[config.mk]
export PLATFORM = sky130hd
export DESIGN_NAME = instr_fetch
export DESIGN_NICKNAME = d
export VERILOG_FILES = /design/src/rtl/riscv_pkg.sv /design/src/rtl/fetch_fifo.sv /design/src/rtl/instr_fetch.sv
export SDC_FILE = /design/constraint.sdc
export NUM_CORES = 1
export LEC_CHECK = 0
export ABC_AREA = 1
export BUFFER_PORTS_ARGS = -buffer_cell sky130_fd_sc_hd__buf_2
export CORE_MARGIN = 3
export CORE_UTILIZATION = 50
export CTS_CLUSTER_SIZE = 25
export DETAILED_ROUTE_END_ITERATION = 8
export PLACE_DENSITY = 0.77
export SLEW_MARGIN = 40
export SYNTH_ARGS = -nofsm -noshare
export SYNTH_HDL_FRONTEND = slang
export SYNTH_SLANG_ARGS = --single-unit
[constraint.sdc]
create_clock -name CLK -period 4.2 [get_ports CLK]
set_input_delay 0.84 -clock CLK [delete_from_list [all_inputs] [get_ports CLK]]
set_output_delay 0.84 -clock CLK [all_outputs]
set_load 0.02 [all_outputs]
[src/rtl/riscv_pkg.sv]
// riscv_pkg: shared widths, constants and types
// for the instruction fetch unit.
package riscv_pkg;

  localparam int XLEN = 32;
  localparam int ILEN = 32;

  localparam logic [ILEN-1:0] RV_NOP = 32'h0000_0013;
  localparam logic [XLEN-1:0] DEFAULT_RESET_PC = 32'h0000_0000;

  typedef enum logic [1:0] {
    IDLE,
    FETCH,
    DRAIN
  } fetch_state_e;

  typedef struct packed {
    logic [XLEN-1:0] pc;
    logic [ILEN-1:0] instr;
  } fetch_entry_t;

endpackage

[src/rtl/fetch_fifo.sv]
// fetch_fifo: synchronous FIFO buffering {pc,instr}
// pairs between the memory port and the decoder.
module fetch_fifo #(
  parameter int DEPTH = 2,
  parameter int WIDTH = 64,
  localparam int AW = (DEPTH > 1) ? $clog2(DEPTH) : 1,
  localparam int CW = $clog2(DEPTH) + 1
) (
  input  logic             clk,
  input  logic             rst,
  input  logic             flush,
  input  logic             push,
  input  logic [WIDTH-1:0] wdata,
  input  logic             pop,
  output logic [WIDTH-1:0] rdata,
  output logic [CW-1:0]    count
);

  logic [WIDTH-1:0] mem_q [DEPTH];
  logic [WIDTH-1:0] mem_d [DEPTH];
  logic [AW-1:0]    wr_ptr_q, wr_ptr_d;
  logic [AW-1:0]    rd_ptr_q, rd_ptr_d;
  logic [CW-1:0]    count_q, count_d;
  logic             do_push, do_pop;

  always_comb begin
    do_push  = push && (count_q < CW'(DEPTH));
    do_pop   = pop && (count_q != '0);
    mem_d    = mem_q;
    wr_ptr_d = wr_ptr_q;
    rd_ptr_d = rd_ptr_q;
    count_d  = count_q;
    if (flush) begin
      wr_ptr_d = '0;
      rd_ptr_d = '0;
      count_d  = '0;
    end else begin
      if (do_push) begin
        mem_d[wr_ptr_q] = wdata;
        wr_ptr_d = wr_ptr_q + AW'(1);
      end
      if (do_pop) begin
        rd_ptr_d = rd_ptr_q + AW'(1);
      end
      unique case ({do_push, do_pop})
        2'b10:   count_d = count_q + CW'(1);
        2'b01:   count_d = count_q - CW'(1);
        default: count_d = count_q;
      endcase
    end
  end

  always_ff @(posedge clk) begin
    if (rst) begin
      wr_ptr_q <= '0;
      rd_ptr_q <= '0;
      count_q  <= '0;
    end else begin
      wr_ptr_q <= wr_ptr_d;
      rd_ptr_q <= rd_ptr_d;
      count_q  <= count_d;
    end
  end

  // storage needs no reset: nothing reads it while empty
  always_ff @(posedge clk) begin
    mem_q <= mem_d;
  end

  assign rdata = mem_q[rd_ptr_q];
  assign count = count_q;

endmodule

[src/rtl/instr_fetch.sv]
// instr_fetch: in-order instruction fetch with credit-limited
// requests, redirect drain and a small instruction buffer.
module instr_fetch
  import riscv_pkg::*;
#(
  parameter logic [XLEN-1:0] RESET_PC = DEFAULT_RESET_PC,
  parameter int FIFO_DEPTH = 2
) (
  input  logic            CLK,
  input  logic            RST,
  output logic            IMEM_REQ,
  output logic [XLEN-1:0] IMEM_ADDR,
  input  logic            IMEM_GNT,
  input  logic            IMEM_RVALID,
  input  logic [ILEN-1:0] IMEM_RDATA,
  input  logic            REDIRECT,
  input  logic [XLEN-1:0] REDIRECT_PC,
  output logic [ILEN-1:0] INSTR,
  output logic [XLEN-1:0] INSTR_PC,
  output logic            INSTR_VALID,
  input  logic            INSTR_READY
);

  localparam int CW = $clog2(FIFO_DEPTH) + 1;
  localparam int EW = $bits(fetch_entry_t);

  fetch_state_e    state_q, state_d;
  logic [XLEN-1:0] fetch_pc_q, fetch_pc_d;
  logic [CW-1:0]   outst_q, outst_d;
  logic [CW-1:0]   fifo_count;
  logic [CW:0]     occupancy;
  logic            granted, resp_ok, push, pop;
  fetch_entry_t    push_entry, head;
  logic [EW-1:0]   fifo_rdata;

  assign INSTR_VALID = (fifo_count != '0);
  assign head        = fetch_entry_t'(fifo_rdata);

  always_comb begin
    occupancy = {1'b0, fifo_count} + {1'b0, outst_q};
    IMEM_REQ  = (state_q == FETCH) &&
                (occupancy < (CW+1)'(FIFO_DEPTH));
    IMEM_ADDR = fetch_pc_q;
    granted   = IMEM_REQ && IMEM_GNT;
    resp_ok   = IMEM_RVALID && (outst_q != '0);
    push      = resp_ok && (state_q == FETCH) && !REDIRECT;
    pop       = INSTR_VALID && INSTR_READY;
    // responses in FETCH are contiguous, so the oldest
    // outstanding address is fetch_pc minus the in-flight words
    push_entry.pc    = fetch_pc_q - XLEN'({outst_q, 2'b00});
    push_entry.instr = IMEM_RDATA;

    unique case ({granted, resp_ok})
      2'b10:   outst_d = outst_q + CW'(1);
      2'b01:   outst_d = outst_q - CW'(1);
      default: outst_d = outst_q;
    endcase

    fetch_pc_d = fetch_pc_q;
    if (REDIRECT) begin
      fetch_pc_d = {REDIRECT_PC[XLEN-1:2], 2'b00};
    end else if (granted) begin
      fetch_pc_d = fetch_pc_q + XLEN'(4);
    end

    state_d = state_q;
    unique case (state_q)
      IDLE:  state_d = FETCH;
      FETCH: if (REDIRECT && outst_d != '0) state_d = DRAIN;
      DRAIN: if (outst_d == '0) state_d = FETCH;
      default: state_d = IDLE;
    endcase
  end

  always_ff @(posedge CLK) begin
    if (RST) begin
      state_q    <= IDLE;
      fetch_pc_q <= RESET_PC;
      outst_q    <= '0;
    end else begin
      state_q    <= state_d;
      fetch_pc_q <= fetch_pc_d;
      outst_q    <= outst_d;
    end
  end

  fetch_fifo #(
    .DEPTH (FIFO_DEPTH),
    .WIDTH (EW)
  ) u_fifo (
    .clk   (CLK),
    .rst   (RST),
    .flush (REDIRECT),
    .push  (push),
    .wdata (push_entry),
    .pop   (pop),
    .rdata (fifo_rdata),
    .count (fifo_count)
  );

  assign INSTR    = INSTR_VALID ? head.instr : RV_NOP;
  assign INSTR_PC = INSTR_VALID ? head.pc : '0;

endmodule

; ---- Word level (Yosys, flattened, before mapping)
; Cells that the tools add are included.
[totals]
mem_bits_rw = 0
mem_count = 0
romBits = 0
output_inout_bits = 98
ff_bits = 168
latchBits = 0
[classes]
shift = 0
eq_ne = 8
reduce_logical = 21
bitwise_logic = 3
magnitude_cmp = 5
div_mod_pow = 0
addsub = 9
multipliers = 0
muxes = 15
[op_table]
columns = op, n
row1 = two-way mux 64 bit, 4
row2 = bitwise mux 128 bit, 1
row3 = two-way mux 32 bit, 4
row4 = demux 64 bit (select 1 bit), 1
row5 = "adder 32 x 3 -> 32 bit, second input constant", 1
row6 = subtractor 32 x 4 -> 32 bit, 1
row7 = logical AND 1 bit, 10
row8 = nonzero test 2 bit, 5
row9 = one-hot mux 2 bit (2 select lines), 2
row10 = "== test 2 x 1 -> 1 bit, second input constant", 3
row11 = "== test 2 bit, second input constant", 3
row12 = one-hot mux 2 bit (3 select lines), 1
row13 = "adder 2 x 1 -> 2 bit, second input constant", 2
row14 = "greater-or-equal comparator 2 bit, second input constant", 2
row15 = zero test 2 bit, 2
row16 = two-way mux 2 bit, 2
row17 = NOT 1 -> 2 bit, 2
row18 = AND reduction 2 bit, 2
row19 = "subtractor 2 x 1 -> 2 bit, second input constant", 2
row20 = adder 2 x 2 -> 3 bit, 1
row21 = "< comparator 3 x 2 -> 1 bit, second input constant", 1
row22 = "adder 1 bit, second input constant", 2
row23 = "< comparator 2 x 1 -> 1 bit, second input constant", 1
row24 = "< comparator 2 bit, second input constant", 1
row25 = other kinds (5), 5

; ---- Longest topological paths before layout
[logic_depth]
depth_word = 10
depth_mapped = 13
ltp_nobuf = 13

; ---- Hierarchy
; Synthesis repeated with hierarchy kept, for this count alone.
[unflattened]
cells_unflattened = 1053
hier_area_um2 = 8738.4
[modules_own_cells]
columns = mod, instances, area_each_um2, cells_each
row1 = fetch_fifo, 1, 4897.2, 367
row2 = instr_fetch, 1, 3841.2, 686

; ---- Worst setup path before layout
; Ideal clock, no wire load.
[synth_path]
path_type = in2reg
from = input port REDIRECT
to = register u_fifo.mem_q[0] in the netlist's numbering (enable)
t_arrival_ns = 3.874
setup_time_ns = 0.482
required_time_ns = 3.718
slack_ns = -0.157
n_path_buf = 1
cell_stages = 4
cell_sequence = inv_1 > buf_2 > nand4_1 > nor2_1
[synth_between]
elab_chain_len = 4
word_cells_on_any_way = 5
cone_classes = bitwise (1) / reduce/logical (4)
[synth_rtl]
columns = item, line
row1 = from (decl), instr_fetch.sv:16  ; input logic REDIRECT,
row2 = zero test 1 bit, instr_fetch.sv:46  ; push = resp_ok && (state_q == FETCH) && !REDIRECT;
row3 = logical AND 1 bit, instr_fetch.sv:46
row4 = logical AND 1 bit, fetch_fifo.sv:27  ; do_push = push && (count_q < CW'(DEPTH));
row5 = AND reduction 2 bit (no line) (*), -
row6 = to (signal assigned), fetch_fifo.sv:67  ; mem_q <= mem_d;
row7 = to (decl), fetch_fifo.sv:19  ; logic [WIDTH-1:0] mem_q [DEPTH];
; Mark *: on every way between the ends. The rest lies on a longest branch, timed or not.
; A chain may end at the register's enable or synchronous reset.

; ---- Worst setup path after layout
[layout_path]
from = register u_fifo.count_q[1], in the netlist u_fifo.count[1]
to = output port INSTR[19]
[layout_between]
elab_chain_len = 2
[layout_rtl]
columns = item, line
row1 = from (decl), fetch_fifo.sv:23  ; logic [CW-1:0] count_q, count_d;
row2 = from (signal assigned), fetch_fifo.sv:61  ; count_q <= count_d;
row3 = nonzero test 2 bit, instr_fetch.sv:36  ; assign INSTR_VALID = (fifo_count != '0);
row4 = two-way mux 32 bit, instr_fetch.sv:101  ; assign INSTR = INSTR_VALID ? head.instr : RV_NOP;
row5 = to (decl), instr_fetch.sv:18  ; output logic [ILEN-1:0] INSTR,
; No other way between the ends.

==> flow_summary.json <==
{
  "status": "finished clean",
  "yosysWarnings": 0,
  "synth-compound-area-share": 0.0777,
  "fp.dieArea_um2": 17700,
  "worstMarginPinSlew_ps": 676,
  "yosysUniqueCellTypes": 34,
  "cts-root-buf": "clkbuf_16",
  "worstHoldPathType": "reg -> reg",
  "startpoint_type": "flip-flop",
  "netlist_instances": 935,
  "synth-adder-area-share": 0.0127,
  "internal_power_mw": 2.82,
  "hold_depth": 2,
  "crit_path_end_kind": "output port",
  "worstPathArrival_ps": 2020,
  "avgSynthCellArea_um2": 8.62,
  "fmax_ghz": 0.349,
  "dp_cells": 1276,
  "wl_um": 19900,
  "clockBufferDepth": 2,
  "synth_area_leaders": "edfxtp_1 46%, nand2_1 14%, dfxtp_1 9.4%, a21oi_1 5.3%, nor2_1 4.4%",
  "seqPwrFrac": 0.480,
  "clockPowerShare": 0.382,
  "ctsHoldBuffers": 0,
  "htree_levels": 4,
  "yosysTopAreaCellShare": 0.462,
  "fin_crit_ps": 2860,
  "max-slew-margin-rel": 0.548,
  "pre_cts_ws_ps": 1170,
  "vdd.ir_drop.worst_mv": 0.298,
  "p_per_area_nw_per_um2": 408,
  "dp_hpwl_um": 13800,
  "criticalPathCategory": "reg -> out",
  "die_y_um": 133,
  "ios": 168,
  "sw_frac_of_total": 0.279,
  "layout_common_cells": "311 x nand2_1, 161 x buf_2, 124 x edfxtp_1",
  "rsz0062_at_grt": "false",
  "gp_congestion": 0.893,
  "synth.area.mux_share": 0,
  "drtPass1Iterations": 5,
  "path_cells": "nor2_4, buf_4, a21oi_1, buf_2",
  "viasPerCell": 5.16,
  "clk_latency_ps": 430,
  "synth_seq_cells": 162,
  "worstHoldStart": "IMEM_ADDR[2]$_SDFFE_PP0P_",
  "antenna_found_initial": 0,
  "area_delta_synth_final_pct": 18.8,
  "r2r_cells": 13,
  "final_area_um2": 9570,
  "synth_xor_area_frac": 0.0348,
  "slew_viol_final": 0,
  "final.period_utilization": 0.682,
  "vias": 6751,
  "drt_iter0_markers": 545,
  "yosysSeqAreaShare": 0.557,
  "max_cap_violations": 0,
  "syn-cell-area_um2": 8060,
  "synth_top_family_by_area": "simple AND/OR/NAND/NOR gates",
  "slowest_delay_ps": 570,
  "crit_path_top_delay_cell": "nor2_4",
  "final_common_cell": "nand2_1",
  "r2r_slack_ps": 1630,
  "finalHoldViolCount": 0,
  "holdPathEnd": "IMEM_ADDR[2]$_SDFFE_PP0P_",
  "cts_buffers": 17,
  "die_x_um": 133,
  "finalNonFillerCells": 1308,
  "grt_pass1_wl_um": 31400,
  "clk_pin_slew_ps": 70,
  "synth_top_cell_by_area": "edfxtp_1",
  "switchingPower_mw": 1.09,
  "hold-worst-slack_ps": 510,
  "cts_tree": "done",
  "core.rowCount": 45,
  "fin_skew_ps": 10.5,
  "cts.sinks": 162,
  "num_antenna_cells": 0,
  "drcViolationCount": 0,
  "grt_pass1_vias": 6222,
  "p_leak_nw": 4.07,
  "fillers": 1302,
  "overflow": 0,
  "reg2reg_from": "u_fifo.count[0]$_SDFFE_PP0P_",
  "grt_usage": 0.226,
  "port-buffer-count": 161,
  "p_comb_frac": 0.138,
  "synth-simple-area-share": 0.252,
  "cts.repair.resized": 0,
  "drt-wirelength-per-cell_um": 15.2,
  "nets": 1161,
  "worst_slack_ps": 1340,
  "r2r_end": "state_q[0]$_SDFFE_PP0P_",
  "critPathRequiredTime_ps": 3360,
  "grt_max_degree": 65,
  "post-cts-setup-buffer-count": 0,
  "core-area_um2": 15500,
  "final-setup-viol-count": 0,
  "final_core_util": 0.618,
  "final_layout_size_suffix_gt1_frac": 0.212,
  "place_area_um2": 9000,
  "postRouteAntennaNets": 0,
  "initial_utilization": 0.520,
  "critPathMaxFanout": 27
}
[worst max-delay path: cells and delay by family (launching register included)]
kind	cells	cell delay, ps
AO/OA/AOI/OAI	1	90
buffers and inverters	2	560
flip-flops	1	370
AND/OR/NAND/NOR	1	570
[sequential cells by signal (all words and copies together) (netlist names)]
| name | count |
|---|---|
| IMEM_ADDR | 30 |
| u_fifo.rd_ptr_q | 1 |
| u_fifo.count | 2 |
| u_fifo.mem_q | 124 |
| state_q | 2 |
| outst_q | 2 |
| u_fifo.wr_ptr_q | 1 |
[per-layer routing]
layer / GRT usage / part of all wire
met5: 0 / 0
met4: 0.0658 / 0.017
met3: 0.0548 / 0.085
met2: 0.362 / 0.46
met1: 0.306 / 0.44
[Yosys cell counts]
cell type    n
nor2_4       8
xor2_1      31
a21oi_1     86
nand3_1     44
inv_1       77
nand3_2      2
buf_1        1
a21oi_2      1
nor2_2       7
nand4_1      6
a22oi_1      1
ha_1         5
nor3_1       6
nand2_2      6
and3_1       1
o21a_1       1
buf_4        7
conb_1       1
buf_6        4
nor2_1      94
and2_1       1
buf_2        8
o211ai_1     3
edfxtp_1   124
inv_2        3
or2_2        2
fa_1         2
a31oi_1      3
clkbuf_1    23
nand2_1    311
dfxtp_1     38
nand3b_1     1
o21ai_0     26
xnor2_1      1
[power groups by stage]
| stage | combinational (mW) | clock [mW] | sequential, mW |
|---|---|---|---|
| final | 0.540 | 1.49 | 1.88 |
| after global routing | 0.607 | 1.58 | 1.88 |
| after CTS | 0.539 | 1.52 | 1.87 |
| after detailed placement | 0.533 | 0 | 1.91 |
| after global placement | 0.517 | 0 | 1.91 |
| after floorplan | 0.363 | 0 | 1.91 |
[layout make-up]
| cell class | instances | area, um2 | area share |
|---|---|---|---|
| Sequential cell | 162 | 4490 | 0.469 |
| Multi-Input combinational cell | 653 | 3080 | 0.321 |
| Timing Repair Buffer | 170 | 873 | 0.0912 |
| Clock buffer | 17 | 425 | 0.0444 |
| Inverter | 80 | 303 | 0.0316 |
| Tap cell | 211 | 264 | 0.0276 |
| Clock inverter | 15 | 145 | 0.0152 |
[worst max path at each step]
| stage | start | depth (start not counted) | endpoint |
|---|---|---|---|
| 2_1_floorplan | REDIRECT | 4 | u_fifo.mem_q[0]$_DFFE_PP_ |
| 3_3_place_gp | REDIRECT | 5 | u_fifo.mem_q[6]$_DFFE_PP_ |
| 3_5_place_dp | REDIRECT | 5 | u_fifo.mem_q[6]$_DFFE_PP_ |
| 4_1_cts | u_fifo.count[1]$_SDFFE_PP0P_ | 4 | INSTR[19] |
| 5_1_grt | u_fifo.count[0]$_SDFFE_PP0P_ | 4 | INSTR[29] |
| 6_report | u_fifo.count[1]$_SDFFE_PP0P_ | 4 | INSTR[19] |
[metrics by stage]
| step | setup TNS, ps | power [mW] |
|---|---|---|
| 6_report | 0 | 3.91 |
| 5_1_grt | 0 | 4.07 |
| 4_1_cts | 0 | 3.93 |
| 3_5_place_dp | 0 | 2.44 |
| 3_3_place_gp | 0 | 2.42 |
| 2_1_floorplan | -19430 | 2.27 |
[cell families (layout without fill, tap and decap cells)]
logic type,after synthesis,after routing
xor+xnor,32,32
compound gates,121,121
other cells,1,4
buf+inv,123,282
simple gates,489,489
fa+ha+maj,7,7
flops,162,162
Note: power is estimated with default switching activity, not from simulation.
